$ cat config.mk
export PLATFORM = sky130hd
export DESIGN_NAME = doc_send_ctrl
export DESIGN_NICKNAME = d
export VERILOG_FILES = /design/src/rtl/doc_pkg.sv /design/src/rtl/doc_send_ctrl.sv
export SDC_FILE = /design/constraint.sdc
export NUM_CORES = 1
export LEC_CHECK = 0
export BUFFER_PORTS_ARGS = -buffer_cell sky130_fd_sc_hd__buf_2
export CORE_MARGIN = 1
export CORE_UTILIZATION = 40
export CTS_CLUSTER_SIZE = 25
export DETAILED_ROUTE_END_ITERATION = 12
export GPL_TIMING_DRIVEN = 0
export PLACE_DENSITY = 0.78
export RECOVER_POWER = 50
export SETUP_SLACK_MARGIN = 0.1
export SYNTH_ARGS = -nofsm -noshare
export SYNTH_HDL_FRONTEND = slang
export SYNTH_SLANG_ARGS = --single-unit
$ cat constraint.sdc
create_clock -name clk -period 1.8 [get_ports clk]
set_clock_uncertainty 0.15 [all_clocks]
set_input_delay 0 -clock clk [delete_from_list [all_inputs] [get_ports clk]]
set_output_delay 0 -clock clk [all_outputs]
set_load 0.1 [all_outputs]
$ cat src/rtl/doc_pkg.sv
// Shared constants for the document send path: grid geometry, FSM encodings, ASCII codes.
package doc_pkg;

  localparam int unsigned ROWS   = 15;
  localparam int unsigned COLS   = 20;
  localparam int unsigned ROW_W  = 4;
  localparam int unsigned COL_W  = 5;
  localparam int unsigned ADDR_W = ROW_W + COL_W;

  typedef logic [2:0] state_t;

  localparam state_t ST_IDLE   = 3'd0;
  localparam state_t ST_FETCH  = 3'd1;
  localparam state_t ST_SEND   = 3'd2;
  localparam state_t ST_EOL_CR = 3'd3;
  localparam state_t ST_EOL_LF = 3'd4;
  localparam state_t ST_DONE   = 3'd5;

  localparam logic [7:0] CHR_SPACE = 8'h20;
  localparam logic [7:0] CHR_CR    = 8'h0D;
  localparam logic [7:0] CHR_LF    = 8'h0A;

  // Control codes would garble the terminal, so they go out as spaces.
  function automatic logic [7:0] printable(input logic [7:0] c);
    return (c < CHR_SPACE) ? CHR_SPACE : c;
  endfunction

endpackage

$ cat src/rtl/doc_send_ctrl.sv
// Streams the visible document grid to the UART TX byte interface, sharing the RAM port with the editor.
// Define DOC_SEND_CRLF_EN to append CR/LF after every row.
module doc_send_ctrl
  import doc_pkg::*;
(
  input  logic              clk,
  input  logic              rst,
  input  logic              start,
  input  logic              abort,
  input  logic              ed_we,
  input  logic [ADDR_W-1:0] ed_addr,
  input  logic [7:0]        ed_wdata,
  output logic [ADDR_W-1:0] doc_a,
  output logic              doc_we,
  output logic [7:0]        doc_d,
  input  logic [7:0]        doc_spo,
  output logic              tx_valid,
  output logic [7:0]        tx_data,
  input  logic              tx_ready,
  output logic              busy,
  output logic              done
);

  localparam logic [ROW_W-1:0] ROW_LAST = ROW_W'(ROWS - 1);
  localparam logic [COL_W-1:0] COL_LAST = COL_W'(COLS - 1);

  state_t           state_q, state_d;
  logic [ROW_W-1:0] row_q, row_d;
  logic [COL_W-1:0] col_q, col_d;
  logic             tx_valid_q, tx_valid_d;
  logic [7:0]       tx_data_q, tx_data_d;
  logic             busy_q, busy_d;
  logic             done_q, done_d;

  // Editor always owns the port when it writes; otherwise the scan address reads.
  assign doc_a  = ed_we ? ed_addr : {row_q, col_q};
  assign doc_we = ed_we;
  assign doc_d  = ed_we ? ed_wdata : 8'h00;

  assign tx_valid = tx_valid_q;
  assign tx_data  = tx_data_q;
  assign busy     = busy_q;
  assign done     = done_q;

  always_ff @(posedge clk) begin
    if (!rst) begin
      state_q    <= ST_IDLE;
      row_q      <= '0;
      col_q      <= '0;
      tx_valid_q <= 1'b0;
      tx_data_q  <= 8'h00;
      busy_q     <= 1'b0;
      done_q     <= 1'b0;
    end else begin
      state_q    <= state_d;
      row_q      <= row_d;
      col_q      <= col_d;
      tx_valid_q <= tx_valid_d;
      tx_data_q  <= tx_data_d;
      busy_q     <= busy_d;
      done_q     <= done_d;
    end
  end

  always_comb begin
    state_d    = state_q;
    row_d      = row_q;
    col_d      = col_q;
    tx_valid_d = tx_valid_q;
    tx_data_d  = tx_data_q;

    case (state_q)
      ST_IDLE: begin
        if (start) begin
          state_d = ST_FETCH;
          row_d   = '0;
          col_d   = '0;
        end
      end
      ST_FETCH: begin
        if (!ed_we) begin
          tx_data_d  = printable(doc_spo);
          tx_valid_d = 1'b1;
          state_d    = ST_SEND;
        end
      end
      ST_SEND: begin
        if (tx_ready) begin
          tx_valid_d = 1'b0;
          if (col_q != COL_LAST) begin
            col_d   = col_q + COL_W'(1);
            state_d = ST_FETCH;
          end else begin
            col_d = '0;
`ifdef DOC_SEND_CRLF_EN
            tx_valid_d = 1'b1;
            tx_data_d  = CHR_CR;
            state_d    = ST_EOL_CR;
`else
            if (row_q == ROW_LAST) begin
              state_d = ST_DONE;
            end else begin
              row_d   = row_q + ROW_W'(1);
              state_d = ST_FETCH;
            end
`endif
          end
        end
      end
      ST_EOL_CR: begin
        if (tx_ready) begin
          tx_data_d = CHR_LF;
          state_d   = ST_EOL_LF;
        end
      end
      ST_EOL_LF: begin
        if (tx_ready) begin
          tx_valid_d = 1'b0;
          if (row_q == ROW_LAST) begin
            state_d = ST_DONE;
          end else begin
            row_d   = row_q + ROW_W'(1);
            state_d = ST_FETCH;
          end
        end
      end
      ST_DONE: state_d = ST_IDLE;
      default: state_d = ST_IDLE;
    endcase

    // Abort wins over any handshake in the same cycle.
    if (abort && (state_q != ST_IDLE)) begin
      state_d    = ST_IDLE;
      tx_valid_d = 1'b0;
    end

    busy_d = (state_d != ST_IDLE);
    done_d = (state_d == ST_DONE);
  end

endmodule
==> results of run 1 <==
routing by layer:
layer	vias to the layer above	wire length [um]
li1	723	-
met1	652	1460
met2	65	1770
met3	7	247
met4	0	72
met5	-	0
flip-flops by register name, indices dropped and copies added (netlist names):
name	flops
row_q	4
col_q	5
done	1
busy	1
state_q	3
tx_data	8
tx_valid	1
power groups by stage:
stage / Clock (uW) / Sequential [uW] / Combinational (uW)
2_1_floorplan: 0 / 660 / 317
3_3_place_gp: 0 / 553 / 515
3_5_place_dp: 0 / 553 / 517
4_1_cts: 252 / 543 / 545
5_1_grt: 266 / 548 / 600
6_report: 249 / 546 / 570
worst paths after layout:
kind                           start                 endpoint  slack [ns]
max            state_q[1]$_SDFF_PN0_          done$_SDFF_PN0_        0.12
min                         tx_ready    row_q[0]$_SDFFE_PN0P_        0.08
max reg2reg    state_q[1]$_SDFF_PN0_          done$_SDFF_PN0_        0.12
min reg2reg  tx_data[2]$_SDFFE_PN0P_  tx_data[2]$_SDFFE_PN0P_        0.32
worst max-delay path, cell delays in order (launching register included):
cell	delay [ns]
dfxtp_1	0.41
buf_8	0.18
mux2i_4	0.28
and2_1	0.18
o32ai_2	0.08
and2b_1	0.17
and3_1	0.15
placed cells by master (no fill, tap or decap), types with 5 or more instances in the layout:
master,count
nand2_1,13
and2_1,9
clkbuf_2,23
nor2b_1,6
buf_4,5
dfxtp_1,18
clkbuf_1,5
nor2_1,15
nand3_1,6
mux2_2,8
a21boi_1,6
buf_2,37
dlygate4sd3_1,11
area by class of cell:
class	count	share of cell area
Buffer	8	0.0265
Clock buffer	4	0.0132
Inverter	4	0.00756
Multi-Input combinational cell	126	0.471
Sequential cell	23	0.236
Tap cell	44	0.0277
Timing Repair Buffer	74	0.218
stage by stage:
step | hold slack (ns) | cells | instance area, um^2 | setup slack, ns
detailed placement | 0.112 | 263 | 1720 | 0.0277
floorplan | 0.000605 | 161 | 1380 | 0.219
global route | 0.0862 | 283 | 1990 | 0.0439
global placement | 0.108 | 263 | 1720 | 0.0236
CTS | 0.0196 | 282 | 1910 | 0.0999
finish | 0.0771 | 283 | 1990 | 0.119
logic make-up (layout without fill, tap and decap cells):
family                     count (synthesis)  in the layout  synth area share
AOI/OAI and AO/OA                         34             34             0.177
adders and majority gates                  3              3            0.0273
buffers and inverters                     12             90            0.0410
DFF                                       23             23             0.335
muxes                                      9              9            0.0729
xor gates and xnor gates                   7              7            0.0446
and+or+nand+nor                           73             73             0.302
synthesized netlist by cell type (2+ instances only):
library cell | n | area share
a21o_1 | 2 | 0.011
nor3_1 | 3 | 0.011
a22oi_1 | 2 | 0.011
o21ai_1 | 4 | 0.015
xor2_1 | 3 | 0.019
nand4_1 | 3 | 0.014
mux2_2 | 8 | 0.066
buf_4 | 2 | 0.011
o21ai_0 | 4 | 0.015
a21boi_1 | 6 | 0.033
a21oi_1 | 6 | 0.022
nor2b_1 | 7 | 0.032
and2_1 | 9 | 0.041
clkbuf_1 | 3 | 0.0082
nand2_1 | 14 | 0.038
xnor2_1 | 4 | 0.025
a211oi_1 | 2 | 0.011
inv_2 | 2 | 0.0055
nor2_1 | 16 | 0.044
buf_2 | 3 | 0.011
inv_1 | 2 | 0.0055
dfxtp_1 | 23 | 0.34
nand3_1 | 7 | 0.025
ha_1 | 3 | 0.027
nand2b_1 | 2 | 0.0091
what timing repair did:
item                       4_1_cts  5_1_grt
hold endpoints to repair        19        0
setup buffers                    4        1
gates cloned                     0        0
hold buffers                    11        0
gates resized for setup          8       21
pin swaps                        4        4
setup endpoints to repair       13       13
==> flow_summary.toml, run 1 <==
[power_and_ir_drop]
p_leak_uw = 0.000861
pwr-share-clk = 0.183
power_uw = 1360
p_seq_frac = 0.400
switchingPower_uw = 592
switching_share = 0.434
p_comb_frac = 0.418
p_per_area_mw_per_mm2 = 687
peakVddDrop_mv = 0.369
p_int_uw = 772

[critical_path]
rr_worst_depth = 6
path_max_fanout = 10
start_kind = "flip-flop"
worst_setup_path_end_kind = "flip-flop"
crit_type = "reg -> reg"
cp.required_ns = 1.89
arrival_ns = 1.77

[yosys]
ys_types = 46
ys_seq_area_frac = 0.335
syn_area_mm2 = 0.00137
synth.avg_cell_area_um2 = 8.53
synth_top_flop_cell = "dfxtp_1"
ys_warn_count = 0
synth-edff-count = 0
syn_nets = 195
synthesis.instances = 161
synth_seq_cells = 23
synthArstFlopShare = 0

[drt]
post_drt_wl_per_cell_um = 12.5
drt-total-wl_mm = 3.55
first_pass_iters = 4
via_per_inst = 5.11
drtIter0Drc = 28
ant_nets = 0
vias = 1447
drc_errors = 0

[clocking]
cts_tree = "built"
clock_latency_ns = 0.33
htreeDepth = 1
clk_pin_slew_ns = 0.13
cts_made_buffers = 3
cts.sinks = 23
clk_path_buf_depth = 2
cts-root-buf = "clkbuf_4"

[finish]
multi_input_area_um2 = 935
diodes = 0
drive_gt1_frac = 0.448
final_util = 0.630
ff_latch_area_um2 = 469
fin_nets = 274
n_fill_cell = 285
syn_to_final_growth_pct = 44.5

[timing]
worstMarginPinSlew_ns = 1.15
post-route-period-util = 0.934
maxSlewHeadroom = 0.234
fmax_mhz = 595
final.setup.tns_ns = 0
rsz0062_at_grt = "yes"
finalMaxSlewViolations = 0
setup_viol = 0
hold_viol_final = 0
fin_crit_ns = 1.68

[grt]
grt_pass1_vias = 1230
grt_use_total = 0.191
antenna_found_initial = 0
grt-ovfl-total = 0
met1_usage = 0.223
met3_usage = 0.0320
grt_util_met2 = 0.341
grt_pass1_wl_mm = 5.22
gr-max-usage-layer = "met2"
grt_max_degree = 13

[die]
die_w_um = 60.6
fp.dieH_um = 60.6
initial_core_util = 0.436
core_region_area_mm2 = 0.00315
rows = 20
ioPinCount = 60
die_area_mm2 = 0.00367

[place]
dp_hpwl_mm = 2.31
gp_congestion = 0.812
port_buffers = 58

[hold_path]
hold_class = "in -> reg"
holdPathStages = 4

[status]
outcome = "complete, no violations"

[flow_run]
maxCapViolCount = 0
(Power assumes the default switching activity.)
==> run 2, diff against run 1 <==
--- a/config.mk
+++ b/config.mk
@@ -7,11 +7,11 @@
 export LEC_CHECK = 0
 export BUFFER_PORTS_ARGS = -buffer_cell sky130_fd_sc_hd__buf_2
 export CORE_MARGIN = 1
-export CORE_UTILIZATION = 40
+export CORE_UTILIZATION = 47
 export CTS_CLUSTER_SIZE = 25
 export DETAILED_ROUTE_END_ITERATION = 12
 export GPL_TIMING_DRIVEN = 0
-export PLACE_DENSITY = 0.78
+export PLACE_DENSITY = 0.88
 export RECOVER_POWER = 50
 export SETUP_SLACK_MARGIN = 0.1
 export SYNTH_ARGS = -nofsm -noshare
==> flow_summary.toml, run 2 (synthesis results as in run 1) <==
[clocking]
clk_path_buf_depth = 2
htreeDepth = 1
cts-root-buf = "clkbuf_4"
cts_made_buffers = 3
cts_tree = "built"
clock_latency_ns = 0.33
cts.sinks = 23
clk_pin_slew_ns = 0.13

[timing]
final.setup.tns_ns = 0
fin_ws_ns = 0.0479
setup_viol = 0
post-route-period-util = 0.973
rsz0062_at_grt = "yes"
worstMarginPinSlew_ns = 1.15
hold_viol_final = 0
fmax_mhz = 571
fin_crit_ns = 1.75
finalMaxSlewViolations = 0
maxSlewHeadroom = 0.235

[place]
dpl_cell_area_mm2 = 0.00171
dpl_worst_slack_ns = 0.0477
gp_congestion = 0.883
port_buffers = 58
dp_cells = 250
dp_hpwl_mm = 2.31

[drt]
first_pass_iters = 4
drc_errors = 0
drtIter0Drc = 50
post_drt_wl_per_cell_um = 14.9
vias = 1530
via_per_inst = 5.50
drt-total-wl_mm = 4.14
ant_nets = 0

[critical_path]
cp.required_ns = 1.92
reg2reg_from = "col_q[1]$_SDFFE_PN0P_"
start_kind = "flip-flop"
path_max_fanout = 4
crit_type = "reg -> reg"
worst_setup_path_end_kind = "flip-flop"
reg2reg_to = "col_q[4]$_SDFFE_PN0P_"
regToRegSetupSlack_ns = 0.05
rr_worst_depth = 6
arrival_ns = 1.87

[hold_path]
min_to = "row_q[2]$_SDFFE_PN0P_"
holdPathStages = 4
hp-start = "start"
hold_class = "in -> reg"

[status]
outcome = "complete, no violations"

[finish]
diodes = 0
fin_nets = 282
largest_register_ffs = 8
design_area_mm2 = 0.00210
mostFrequentLayoutCells = "buf_2 (36), clkbuf_2 (23), dfxtp_1 (18)"
mostFrequentLayoutCell = "buf_2"
drive_gt1_frac = 0.482
fin_cells = 278
syn_to_final_growth_pct = 52.6

[die]
die_w_um = 56.1
rows = 19
fp.dieH_um = 56.1
initial_core_util = 0.498
die_area_mm2 = 0.00314
ioPinCount = 60
core_region_area_mm2 = 0.00276

[grt]
grt-ovfl-total = 0
grt_pass1_vias = 1389
grt_max_degree = 14
grt_pass1_wl_mm = 6.13
grt_use_total = 0.244
antenna_found_initial = 0

[flow_run]
maxCapViolCount = 0

[power_and_ir_drop]
p_leak_uw = 0.000925
p_per_area_mw_per_mm2 = 675
peakVddDrop_mv = 0.798
-- run 2: cell types whose count changed in the layout (fill, tap and decap cells not counted), sizes merged --
cell	before	now
buf	43	50
clkinv	0	1
-- run 2: layout make-up --
type	count	area [um^2]
fill	208	661
timing repair buffer	82	514
clock buffer	3	22.5
multi-input combinational	126	975
tap	31	38.8
inverter	4	15.0
sequential	23	472
clock inverter	1	5.00
buffer	8	55.1
-- run 2: metal layers --
layer	wire (um)	vias to the layer above	share of wire	global-route usage
met3	230	11	0.056	0.0465
met2	2210	80	0.53	0.451
met1	1610	698	0.39	0.270
met4	89	0	0.022	0.101
li1	-	741	-	-
met5	0	-	0	0
-- run 2: worst max-delay path by stage --
stage,depth (start not counted),endpoint,from,slack [ns]
after global routing,6,col_q[3]$_SDFFE_PN0P_,col_q[1]$_SDFFE_PN0P_,-0.03
final,6,col_q[4]$_SDFFE_PN0P_,col_q[1]$_SDFFE_PN0P_,0.05
after CTS,7,row_q[2]$_SDFFE_PN0P_,row_q[0]$_SDFFE_PN0P_,0.11
after floorplan,5,done$_SDFF_PN0_,state_q[2]$_SDFF_PN0_,0.22
after detailed placement,5,tx_data[1]$_SDFFE_PN0P_,state_q[1]$_SDFF_PN0_,0.05
after global placement,5,tx_data[1]$_SDFFE_PN0P_,state_q[1]$_SDFF_PN0_,0.06
-- run 2: per-stage QoR --
stage / hold slack (ns) / util / power [uW]
global route: 0.105 / 0.760 / 1460
global placement: 0.109 / 0.619 / 1070
floorplan: 0.000605 / - / 977
CTS: 0.0774 / 0.694 / 1350
detailed placement: 0.111 / 0.619 / 1070
finish: 0.0847 / 0.760 / 1420
-- run 2: repair_timing --
item                                    in CTS  in global routing
buffers inserted                             5                  7
pin swaps                                    4                 12
cloned                                       0                  1
endpoints found under the setup margin      20                 16
hold endpoints to repair                    18                  0
hold buffers                                11                  0
gates resized for setup                     10                 27
-- run 2: power breakdown --
group	leakage, uW	switching (uW)	internal [uW]
logic	0.000718	440	179
registers	0.000190	15.0	530
clock network	0.0000177	168	83.6
total	0.000925	623	792
-- run 2: critical path: stages, from the launching register on --
cell and delay, ns:
dfxtp_4 0.38, ha_4 0.16, and4bb_2 0.24, buf_4 0.14
nor3_1 0.28, o21ai_1 0.20, nor2_1 0.14
